**config.mk**
```make
export PLATFORM = sky130hd
export DESIGN_NAME = jk_bank
export DESIGN_NICKNAME = d
export VERILOG_FILES = /design/src/rtl/jk_pkg.sv /design/src/rtl/jk_cell.sv /design/src/rtl/jk_bank.sv
export SDC_FILE = /design/constraint.sdc
export NUM_CORES = 1
export LEC_CHECK = 0
export ABC_AREA = 1
export CAP_MARGIN = 0
export CORE_ASPECT_RATIO = 1.2
export CORE_MARGIN = 3
export CORE_UTILIZATION = 25
export DETAILED_ROUTE_END_ITERATION = 8
export PLACE_DENSITY = 0.46
export SKIP_LAST_GASP = 1
export SLEW_MARGIN = 40
export SYNTH_ARGS = -nofsm -noshare
export SYNTH_HDL_FRONTEND = slang
export SYNTH_SLANG_ARGS = --single-unit
```
**constraint.sdc**
```tcl
create_clock -name clk -period 3.7 [get_ports clk]
set_clock_uncertainty 0.2 [all_clocks]
set_input_delay 0.37 -clock clk [delete_from_list [all_inputs] [get_ports clk]]
set_output_delay 0.37 -clock clk [all_outputs]
set_load 0.02 [all_outputs]
```
**src/rtl/jk_pkg.sv**
```systemverilog
`default_nettype none
// ============================================================================
// Module      : jk_pkg
// Description : Shared types and helpers for the JK flop bank: mode encoding
//               and the counter-mode per-bit toggle vector.
// Revision    : 1.0 - initial release
// ============================================================================
package jk_pkg;

    // Widest bank the helper function supports
    localparam int c_MAX_WIDTH = 32;

    typedef enum logic [1:0] {
        MODE_JK  = 2'b00,
        MODE_T   = 2'b01,
        MODE_D   = 2'b10,
        MODE_CNT = 2'b11
    } mode_e;

    // Ripple-carry toggle terms: bit i toggles when every lower bit equals
    // 1 (counting up) or 0 (counting down). Bit 0 always toggles.
    function automatic logic [c_MAX_WIDTH-1:0] cnt_toggle(
        input logic [c_MAX_WIDTH-1:0] cur,
        input logic                   up
    );
        logic [c_MAX_WIDTH-1:0] t;
        t[0] = 1'b1;
        for (int i = 1; i < c_MAX_WIDTH; i++) begin
            t[i] = t[i-1] & (cur[i-1] == up);
        end
        return t;
    endfunction

endpackage : jk_pkg
`default_nettype wire

```
**src/rtl/jk_cell.sv**
```systemverilog
`default_nettype none
// ============================================================================
// Module      : jk_cell
// Description : Single JK flip-flop with synchronous reset, parallel-load
//               override and clock enable. qbar is the registered bit inverted.
// Revision    : 1.0 - initial release
// ============================================================================
module jk_cell
    import jk_pkg::*;
#(
    parameter logic RST_BIT = 1'b0
) (
    input  logic clk,
    input  logic rst,
    input  logic en,
    input  logic j,
    input  logic k,
    input  logic load,
    input  logic d,
    output logic q,
    output logic qbar
);

    logic q_q;
    logic q_d;

    // Next-state: load overrides the enable, then the JK truth table
    always_comb begin
        q_d = q_q;
        if (load) begin
            q_d = d;
        end else if (en) begin
            case ({j, k})
                2'b00:   q_d = q_q;
                2'b01:   q_d = 1'b0;
                2'b10:   q_d = 1'b1;
                default: q_d = ~q_q;
            endcase
        end
    end

    // State register with synchronous reset taking top priority
    always_ff @(posedge clk) begin
        if (rst) begin
            q_q <= RST_BIT;
        end else begin
            q_q <= q_d;
        end
    end

    assign q    = q_q;
    assign qbar = ~q_q;

endmodule : jk_cell
`default_nettype wire

```
**src/rtl/jk_bank.sv**
```systemverilog
`default_nettype none
// ============================================================================
// Module      : jk_bank
// Description : Bank of WIDTH JK cells steered into JK, T, D or modulo-MOD
//               up/down counter behaviour by a run-time mode select.
// Revision    : 1.0 - initial release
// ============================================================================
module jk_bank
    import jk_pkg::*;
#(
    parameter int                 WIDTH   = 4,
    parameter longint unsigned    MOD     = 64'd1 << WIDTH,
    parameter logic [WIDTH-1:0]   RST_VAL = '0
) (
    input  logic             clk,
    input  logic             rst,
    input  logic             en,
    input  logic [1:0]       mode,
    input  logic [WIDTH-1:0] j,
    input  logic [WIDTH-1:0] k,
    input  logic             dir,
    input  logic             load,
    input  logic [WIDTH-1:0] load_val,
    output logic [WIDTH-1:0] q,
    output logic [WIDTH-1:0] qbar,
    output logic             wrap
);

    // Terminal count of the counter (MOD-1 always fits in WIDTH bits)
    localparam logic [WIDTH-1:0] c_MAX_CNT = WIDTH'(MOD - 64'd1);

    logic [WIDTH-1:0] cell_q;
    logic [WIDTH-1:0] cell_qbar;
    logic [WIDTH-1:0] cell_j;
    logic [WIDTH-1:0] cell_k;
    logic [WIDTH-1:0] cell_d;
    logic             cell_load;
    logic [WIDTH-1:0] tog;
    logic             at_top;
    logic             above_top;
    logic             at_zero;
    logic             wrap_q;
    logic             wrap_d;
    mode_e            mode_s;

    assign mode_s    = mode_e'(mode);
    assign tog       = WIDTH'(cnt_toggle(c_MAX_WIDTH'(cell_q), dir));
    // at_top covers q == MAX and any out-of-range value above it
    assign at_top    = (cell_q >= c_MAX_CNT);
    assign above_top = at_top && (cell_q != c_MAX_CNT);
    assign at_zero   = (cell_q == '0);

    // Mode steering: map each mode onto J/K terms; counter wrap/clamp uses the load path
    always_comb begin
        cell_j    = j;
        cell_k    = k;
        cell_load = load;
        cell_d    = load_val;
        wrap_d    = 1'b0;
        if (!load && en) begin
            case (mode_s)
                MODE_JK: begin
                    cell_j = j;
                    cell_k = k;
                end
                MODE_T: begin
                    cell_j = j;
                    cell_k = j;
                end
                MODE_D: begin
                    cell_j = j;
                    cell_k = ~j;
                end
                MODE_CNT: begin
                    cell_j = tog;
                    cell_k = tog;
                    if (dir) begin
                        if (at_top) begin
                            cell_load = 1'b1;
                            cell_d    = '0;
                            wrap_d    = 1'b1;
                        end
                    end else if (at_zero) begin
                        cell_load = 1'b1;
                        cell_d    = c_MAX_CNT;
                        wrap_d    = 1'b1;
                    end else if (above_top) begin
                        cell_load = 1'b1;
                        cell_d    = c_MAX_CNT;
                    end
                end
                default: begin
                    cell_j = j;
                    cell_k = k;
                end
            endcase
        end
    end

    // Wrap pulse register, cleared by reset
    always_ff @(posedge clk) begin
        if (rst) begin
            wrap_q <= 1'b0;
        end else begin
            wrap_q <= wrap_d;
        end
    end

    generate
        for (genvar i = 0; i < WIDTH; i++) begin : g_cells
            jk_cell #(
                .RST_BIT (RST_VAL[i])
            ) u_cell (
                .clk  (clk),
                .rst  (rst),
                .en   (en),
                .j    (cell_j[i]),
                .k    (cell_k[i]),
                .load (cell_load),
                .d    (cell_d[i]),
                .q    (cell_q[i]),
                .qbar (cell_qbar[i])
            );
        end
    endgenerate

    assign q    = cell_q;
    assign qbar = cell_qbar;
    assign wrap = wrap_q;

endmodule : jk_bank
`default_nettype wire

```
==> impl_metrics.csv, run 1 <==
group,metric,value,unit
clock_tree,clock_tree.buffer_depth,2,
pwr,max-vdd-ir-drop,146,uV
synthesis,synth_seq_area_share,11.9,%
drt,drc,0,
critical_path,timing.critical_path.required,3.66,ns
synthesis,yosysTopAreaCell,"nand2_1",
floorplan,initial_core_util,26.8,%
pwr,power_report.internal_total,163,uW
pwr,power_per_cell_area,247,nW/um2
sta,maxSlewHeadroom,81.0,%
pwr,clock_power_share,25.9,%
synthesis,synthMostInstantiatedCell,"nand2_1",
drt,routed_wirelength,2210,um
drt,ant_nets,0,
critical_path,worst_path_slowest_cell,"clkdlybuf4s50_1",
synthesis,syn_std_cell_area,842,um2
clock_tree,cts-buffers-inserted,3,
critical_path,critical_path_arrival,2.53,ns
critical_path,r2r_setup_slack,1.52,ns
synthesis,postSynthAreaPerCell,5.93,um2
critical_path,cp_cell_sequence,"clkdlybuf4s50_1, inv_2, nand2_1, a21oi_1, nor2_1, a31oi_1, ha_1, nor2_1, a21oi_1, nand3_1, nand2_1, nor2_1, nor2_1",
sta,setup_tns,0,ns
synthesis,synth.net_count,169,
synthesis,synth_largest_type_area_fraction,16.9,%
global_routing,grt_antenna_before_repair,0,
clock_tree,root_buffer,"clkbuf_4",
layout,drive_above_1_share,10.4,%
layout,finalCoreUtilization,35.4,%
clock_tree,tritoncts,"built",
critical_path,timing.critical_path.slowest_cell_delay,0.41,ns
sta,layout_worst_path_cycle_share,69.5,%
sta,fmax,0.389,GHz
floorplan,placementRows,22,
critical_path,startpoint_type,"input pin",
clock_tree,path_clk_slew,0.05,ns
placed_design,finalWeightedCongestion,0.796,
layout,final_cell_count_no_fill,200,
global_routing,gr-usage-all-layers,11.8,%
drt,detail_route.vias_per_cell,4.41,
pwr,switchingPower,111,uW
global_routing,gr-total-overflow,0,
global_routing,first_global_vias,884,
synthesis,synth_common_cells,"nand2_1, inv_1, nor2_1, buf_4, ha_1",
global_routing,grt_max_degree,12,
min_path,worstHoldPathType,"flip-flop to flip-flop",
sta,setup-violations-final,0,
critical_path,path_delay_family,"simple AND/OR/NAND/NOR gates",
flow_run,max_cap_violations,0,
layout,antenna-diode-count,0,
pwr,sequential_power_share,24.4,%
synthesis,synth_edf_count,0,
layout,syn_to_final_growth,32.1,%
critical_path,critPathBufInv,2,
placed_design,place.detailed.instances,196,
clock_tree,post_cts.resized_instances,0,
clock_tree,clock_insertion_delay_at_the_later_pin_of_the_skew_report,0.26,ns
clock_tree,post-cts-setup-buffer-count,0,
critical_path,criticalPathCategory,"input pin to flip-flop",
drt,initialDrtViolationCount,21,
drt,routedWlPerCell,11.0,um
synthesis,commonest_register_cell_after_synthesis,"dfxtp_1",
floorplan,die_w,59.0,um
sta,timing_hold_violations_final,0,
critical_path,setup.worst_path.end_class,"flip-flop",
clock_tree,ctsHtreeMaxLevel,1,
drt,detailroute.via_count,882,
clock_tree,clock_sink_count,5,
floorplan,ios,28,
synthesis,async_reset_ff_share,0,%
pwr,p_leak,0.000582,uW
synthesis,synth.lib_cells_used.distinct,20,
synthesis,synthesis.yosys.warnings,0,
floorplan,fp.coreArea,3140,um2
sta,slew_viol_final,0,
floorplan,area_of_the_die,4100,um2
placed_design,dp_hpwl,1820,um
sta,worstMarginPinSlew,0.284,ns
critical_path,critPathMostFrequentCell,"nor2_1",
placed_design,count_of_input_and_output_buffers,27,
sta,holdWs,0.410,ns
synthesis,synthesized_instance_count,142,
pwr,power.combinational.fraction,49.6,%
sta,time_the_final_worst_path_needs_with_i_o_delays_and_setup,2.57,ns
run_status,run_status,"complete, no violations",
layout,final_net_count,192,
pwr,power.switching_fraction,40.5,%
sta,setup_repair_after_global_routing_missed_its_margin,"no",
floorplan,die_height,69.6,um
clock_tree,cts_hold_repair.buffers,0,
global_routing,grt_pass1_wl,3780,um
synthesis,yosys_register_bits,5,
critical_path,max_fo_critical_path,11,
synthesis,synth.top_cells.by_area,"nand2_1, dfxtp_1, ha_1",
drt,drt_first_pass_iters,2,
[worst paths after layout]
| check | start | depth (start not counted) | end |
|---|---|---|---|
| worst max-delay path | load | 13 | g_cells[2].u_cell.q$_SDFFE_PP0P_ |
| worst min register to register | g_cells[1].u_cell.q$_SDFFE_PP0P_ | 4 | g_cells[1].u_cell.q$_SDFFE_PP0P_ |
| worst max register to register | g_cells[0].u_cell.q$_SDFFE_PP0P_ | 14 | g_cells[3].u_cell.q$_SDFFE_PP0P_ |
| worst min-delay path | g_cells[1].u_cell.q$_SDFFE_PP0P_ | 4 | g_cells[1].u_cell.q$_SDFFE_PP0P_ |
[cells by family after synthesis]
family | synth area share [%]
fa+ha+maj | 11.9
compound gates | 14.0
simple gates | 44.0
flops | 11.9
buf+inv | 18.3
[worst min-delay path, delay by kind of cell (launching register included)]
kind / cells / cell delay [ns]
buf+inv: 1 / 0.09
flops: 1 / 0.35
simple gates: 3 / 0.13
[power groups by stage]
stage | Clock [uW] | Combinational (uW) | Sequential, uW
after global routing | 75.5 | 156 | 68.4
final | 71.3 | 136 | 67.2
after floorplan | 0 | 98.5 | 65.5
after CTS | 72.0 | 139 | 67.5
after global placement | 0 | 137 | 68.4
after detailed placement | 0 | 137 | 68.4
[stage by stage]
| stage | setup WS [ns] | cell area, um2 | total power [uW] |
|---|---|---|---|
| after floorplan | 1.72 | 842 | 164 |
| after global placement | 0.869 | 1090 | 206 |
| after CTS | 1.10 | 1110 | 278 |
| final | 1.13 | 1110 | 275 |
| after detailed placement | 0.834 | 1090 | 206 |
| after global routing | 0.774 | 1110 | 300 |
[per-layer routing]
| metal | vias to the layer above | GRT usage [%] | share of wire (%) |
|---|---|---|---|
| met5 | - | 0 | 0 |
| met4 | 0 | 5.29 | 2.3 |
| met3 | 5 | 2.05 | 5.9 |
| met2 | 22 | 19.7 | 46 |
| met1 | 371 | 14.3 | 46 |
| li1 | 484 | - | - |
[layout by cell type (no fill, tap or decap), drive strengths merged, types with 3 or more instances in the layout]
master         instances
clkbuf                 4
nor2                  22
inv                   22
nand2                 44
nand3                 10
a31oi                  3
dfxtp                  5
clkdlybuf4s50         27
a21oi                  7
o21ai                  6
o22ai                  3
ha                     8
[registers in the layout, summed over array words and instances (netlist names)]
signal	count
wrap	1
g_cells.u_cell.q	4
[final cells by class]
type / count / area [um2]
clock buffer: 4 / 26.3
fill: 374 / 2030
inverter: 22 / 82.6
multi-input combinational: 106 / 588
sequential: 5 / 100
tap: 36 / 45.0
timing repair buffer: 27 / 270
Note: power is estimated with default switching activity, not from simulation.
==> run 2, diff against run 1 <==
--- a/config.mk
+++ b/config.mk
@@ -11,7 +11,7 @@
 export CORE_MARGIN = 3
 export CORE_UTILIZATION = 25
 export DETAILED_ROUTE_END_ITERATION = 8
-export PLACE_DENSITY = 0.46
+export PLACE_DENSITY = 0.48
 export SKIP_LAST_GASP = 1
 export SLEW_MARGIN = 40
 export SYNTH_ARGS = -nofsm -noshare
==> constraint.sdc (replaced) <==
create_clock -name clk -period 2.2 [get_ports clk]
set_clock_uncertainty 0.2 [all_clocks]
set_input_delay 0.22 -clock clk [delete_from_list [all_inputs] [get_ports clk]]
set_output_delay 0.22 -clock clk [all_outputs]
set_load 0.02 [all_outputs]
==> run 2 against run 1 <==
  * Via count is 6.0% higher
  * Highest routed layer unchanged
  * Largest power group unchanged
  * Routed wire length is 5.1% higher
  * Total power is 78% higher
==> impl_metrics.csv, run 2 (synthesis gave the netlist of run 1 again) <==
group,metric,value,unit
sta,layout_worst_path_cycle_share,92.3,%
critical_path,worst_path_slowest_cell,"clkdlybuf4s50_1",
sta,slew_viol_final,0,
layout,largest_register_ffs,4,
global_routing,grt_pass1_wl,3840,um
pwr,power_per_cell_area,376,nW/um2
placed_design,count_of_input_and_output_buffers,27,
floorplan,area_of_the_die,4100,um2
global_routing,grt_antenna_before_repair,0,
layout,syn_to_final_growth,54.1,%
placed_design,finalWeightedCongestion,0.831,
critical_path,rr_endpoint,"g_cells[2].u_cell.q$_SDFFE_PP0P_",
critical_path,reg2reg_from,"g_cells[0].u_cell.q$_SDFFE_PP0P_",
drt,detail_route.vias_per_cell,4.29,
drt,routedWlPerCell,10.6,um
layout,most-common-layout-cells,"nand2_1, clkdlybuf4s50_1, inv_1, nor2_1, buf_4",
layout,most_common_cell_after_layout_fill_and_taps_aside,"nand2_1",
drt,detailroute.via_count,935,
pwr,max-vdd-ir-drop,263,uV
critical_path,startpoint_type,"input pin",
min_path,holdCritStartpoint,"rst",
layout,antenna-diode-count,0,
drt,ant_nets,0,
floorplan,die_height,69.6,um
critical_path,max_fo_critical_path,6,
clock_tree,path_clk_slew,0.05,ns
critical_path,critPathMostFrequentCell,"nor2_1",
clock_tree,cts_hold_repair.buffers,0,
layout,drive_above_1_share,25.3,%
floorplan,placementRows,22,
floorplan,die_w,59.0,um
drt,drt_first_pass_iters,4,
sta,maxSlewHeadroom,79.8,%
flow_run,max_cap_violations,0,
floorplan,fp.coreArea,3140,um2
layout,final_net_count,210,
critical_path,r2r_setup_slack,0.18,ns
global_routing,gr-usage-all-layers,11.6,%
clock_tree,ctsHtreeMaxLevel,1,
min_path,worstHoldPathType,"input pin to flip-flop",
drt,routed_wirelength,2320,um
clock_tree,tritoncts,"built",
pwr,p_leak,0.000709,uW
critical_path,cp_cell_sequence,"clkdlybuf4s50_1, inv_2, nand2_2, buf_4, inv_1, a31oi_2, ha_1, nor2_1, a21oi_1, nand3_1, nand2_1, nor2_1, nor2_1",
critical_path,setup.worst_path.end_class,"flip-flop",
global_routing,gr-total-overflow,0,
global_routing,first_global_vias,934,
drt,drc,0,
clock_tree,cts-buffers-inserted,3,
placed_design,dp_hpwl,1890,um
sta,setup-violations-final,0,
clock_tree,clock_insertion_delay_at_the_later_pin_of_the_skew_report,0.25,ns
min_path,depth_of_the_worst_hold_timing_path,2,
clock_tree,clock_sink_count,5,
floorplan,initial_core_util,26.8,%
critical_path,timing.critical_path.slowest_cell_delay,0.47,ns
clock_tree,clock_tree.buffer_depth,2,
sta,worstMarginPinSlew,0.302,ns
sta,time_the_final_worst_path_needs_with_i_o_delays_and_setup,2.03,ns
placed_design,place.detailed.instances,213,
min_path,hold_path_end,"wrap$_SDFF_PP0_",
sta,timing_hold_violations_final,0,
layout,final_cell_count_no_fill,218,
critical_path,critical_path_arrival,1.96,ns
run_status,run_status,"complete, no violations",
critical_path,timing.critical_path.required,2.13,ns
sta,setup_tns,0,ns
drt,initialDrtViolationCount,23,
clock_tree,root_buffer,"clkbuf_4",
critical_path,reg2regPathDepth,10,
global_routing,grt_max_degree,11,
sta,fmax,0.492,GHz
floorplan,ios,28,
critical_path,criticalPathCategory,"input pin to flip-flop",
run 2: metal layers:
metal	share of wire, %	global-route usage, %	wire length (um)
met1	48	14.9	1100
met2	45	18.7	1040
met3	5.9	1.86	138
met4	1.7	4.79	40
met5	0	0	0
run 2: timing repair:
| action | CTS | global route |
|---|---|---|
| gates cloned | 0 | 0 |
| buffers inserted | 0 | 1 |
| setup endpoints to repair | 1 | 4 |
| pin swaps | 0 | 5 |
| gates resized for setup | 1 | 15 |
run 2: layout make-up:
type                       instances  area [um2]
clock buffer                       4        26.3
fill                             349        1840
inverter                          22        82.6
multi-input combinational        106         626
sequential                         5         103
tap                               36        45.0
timing repair buffer              45         415
run 2: worst max path at each step:
stage / start / end / slack [ns] / cells past startpoint
2_1_floorplan: g_cells[0].u_cell.q$_SDFFE_PP0P_ / g_cells[3].u_cell.q$_SDFFE_PP0P_ / 0.31 / 14
3_3_place_gp: mode[0] / g_cells[2].u_cell.q$_SDFFE_PP0P_ / -0.21 / 12
3_5_place_dp: mode[1] / g_cells[2].u_cell.q$_SDFFE_PP0P_ / -0.26 / 12
4_1_cts: mode[1] / g_cells[2].u_cell.q$_SDFFE_PP0P_ / 0.06 / 12
5_1_grt: g_cells[0].u_cell.q$_SDFFE_PP0P_ / g_cells[2].u_cell.q$_SDFFE_PP0P_ / -0.009 / 10
6_report: load / g_cells[2].u_cell.q$_SDFFE_PP0P_ / 0.17 / 13
run 2: where the power goes:
part,internal [uW],switching (uW)
combinational,132,132
clock,68.8,40.0
sequential,100,14.5
total,301,187
run 2: per-stage QoR:
stage	area (um2)	utilization, %	setup WS (ns)	total power (uW)	hold slack (ns)
global placement	1210	38.7	-0.205	370	0.398
global route	1300	41.3	-0.00948	532	0.344
finish	1300	41.3	0.169	488	0.342
detailed placement	1210	38.7	-0.255	369	0.393
CTS	1240	39.6	0.0614	486	0.331
floorplan	842	-	0.314	276	0.0916
run 2: critical path: cells and delay by family:
kind                       cells  cell delay [ns]
buffers and inverters          4             0.77
and+or+nand+nor                6             0.43
AOI/OAI and AO/OA              2             0.28
adders and majority gates      1             0.28
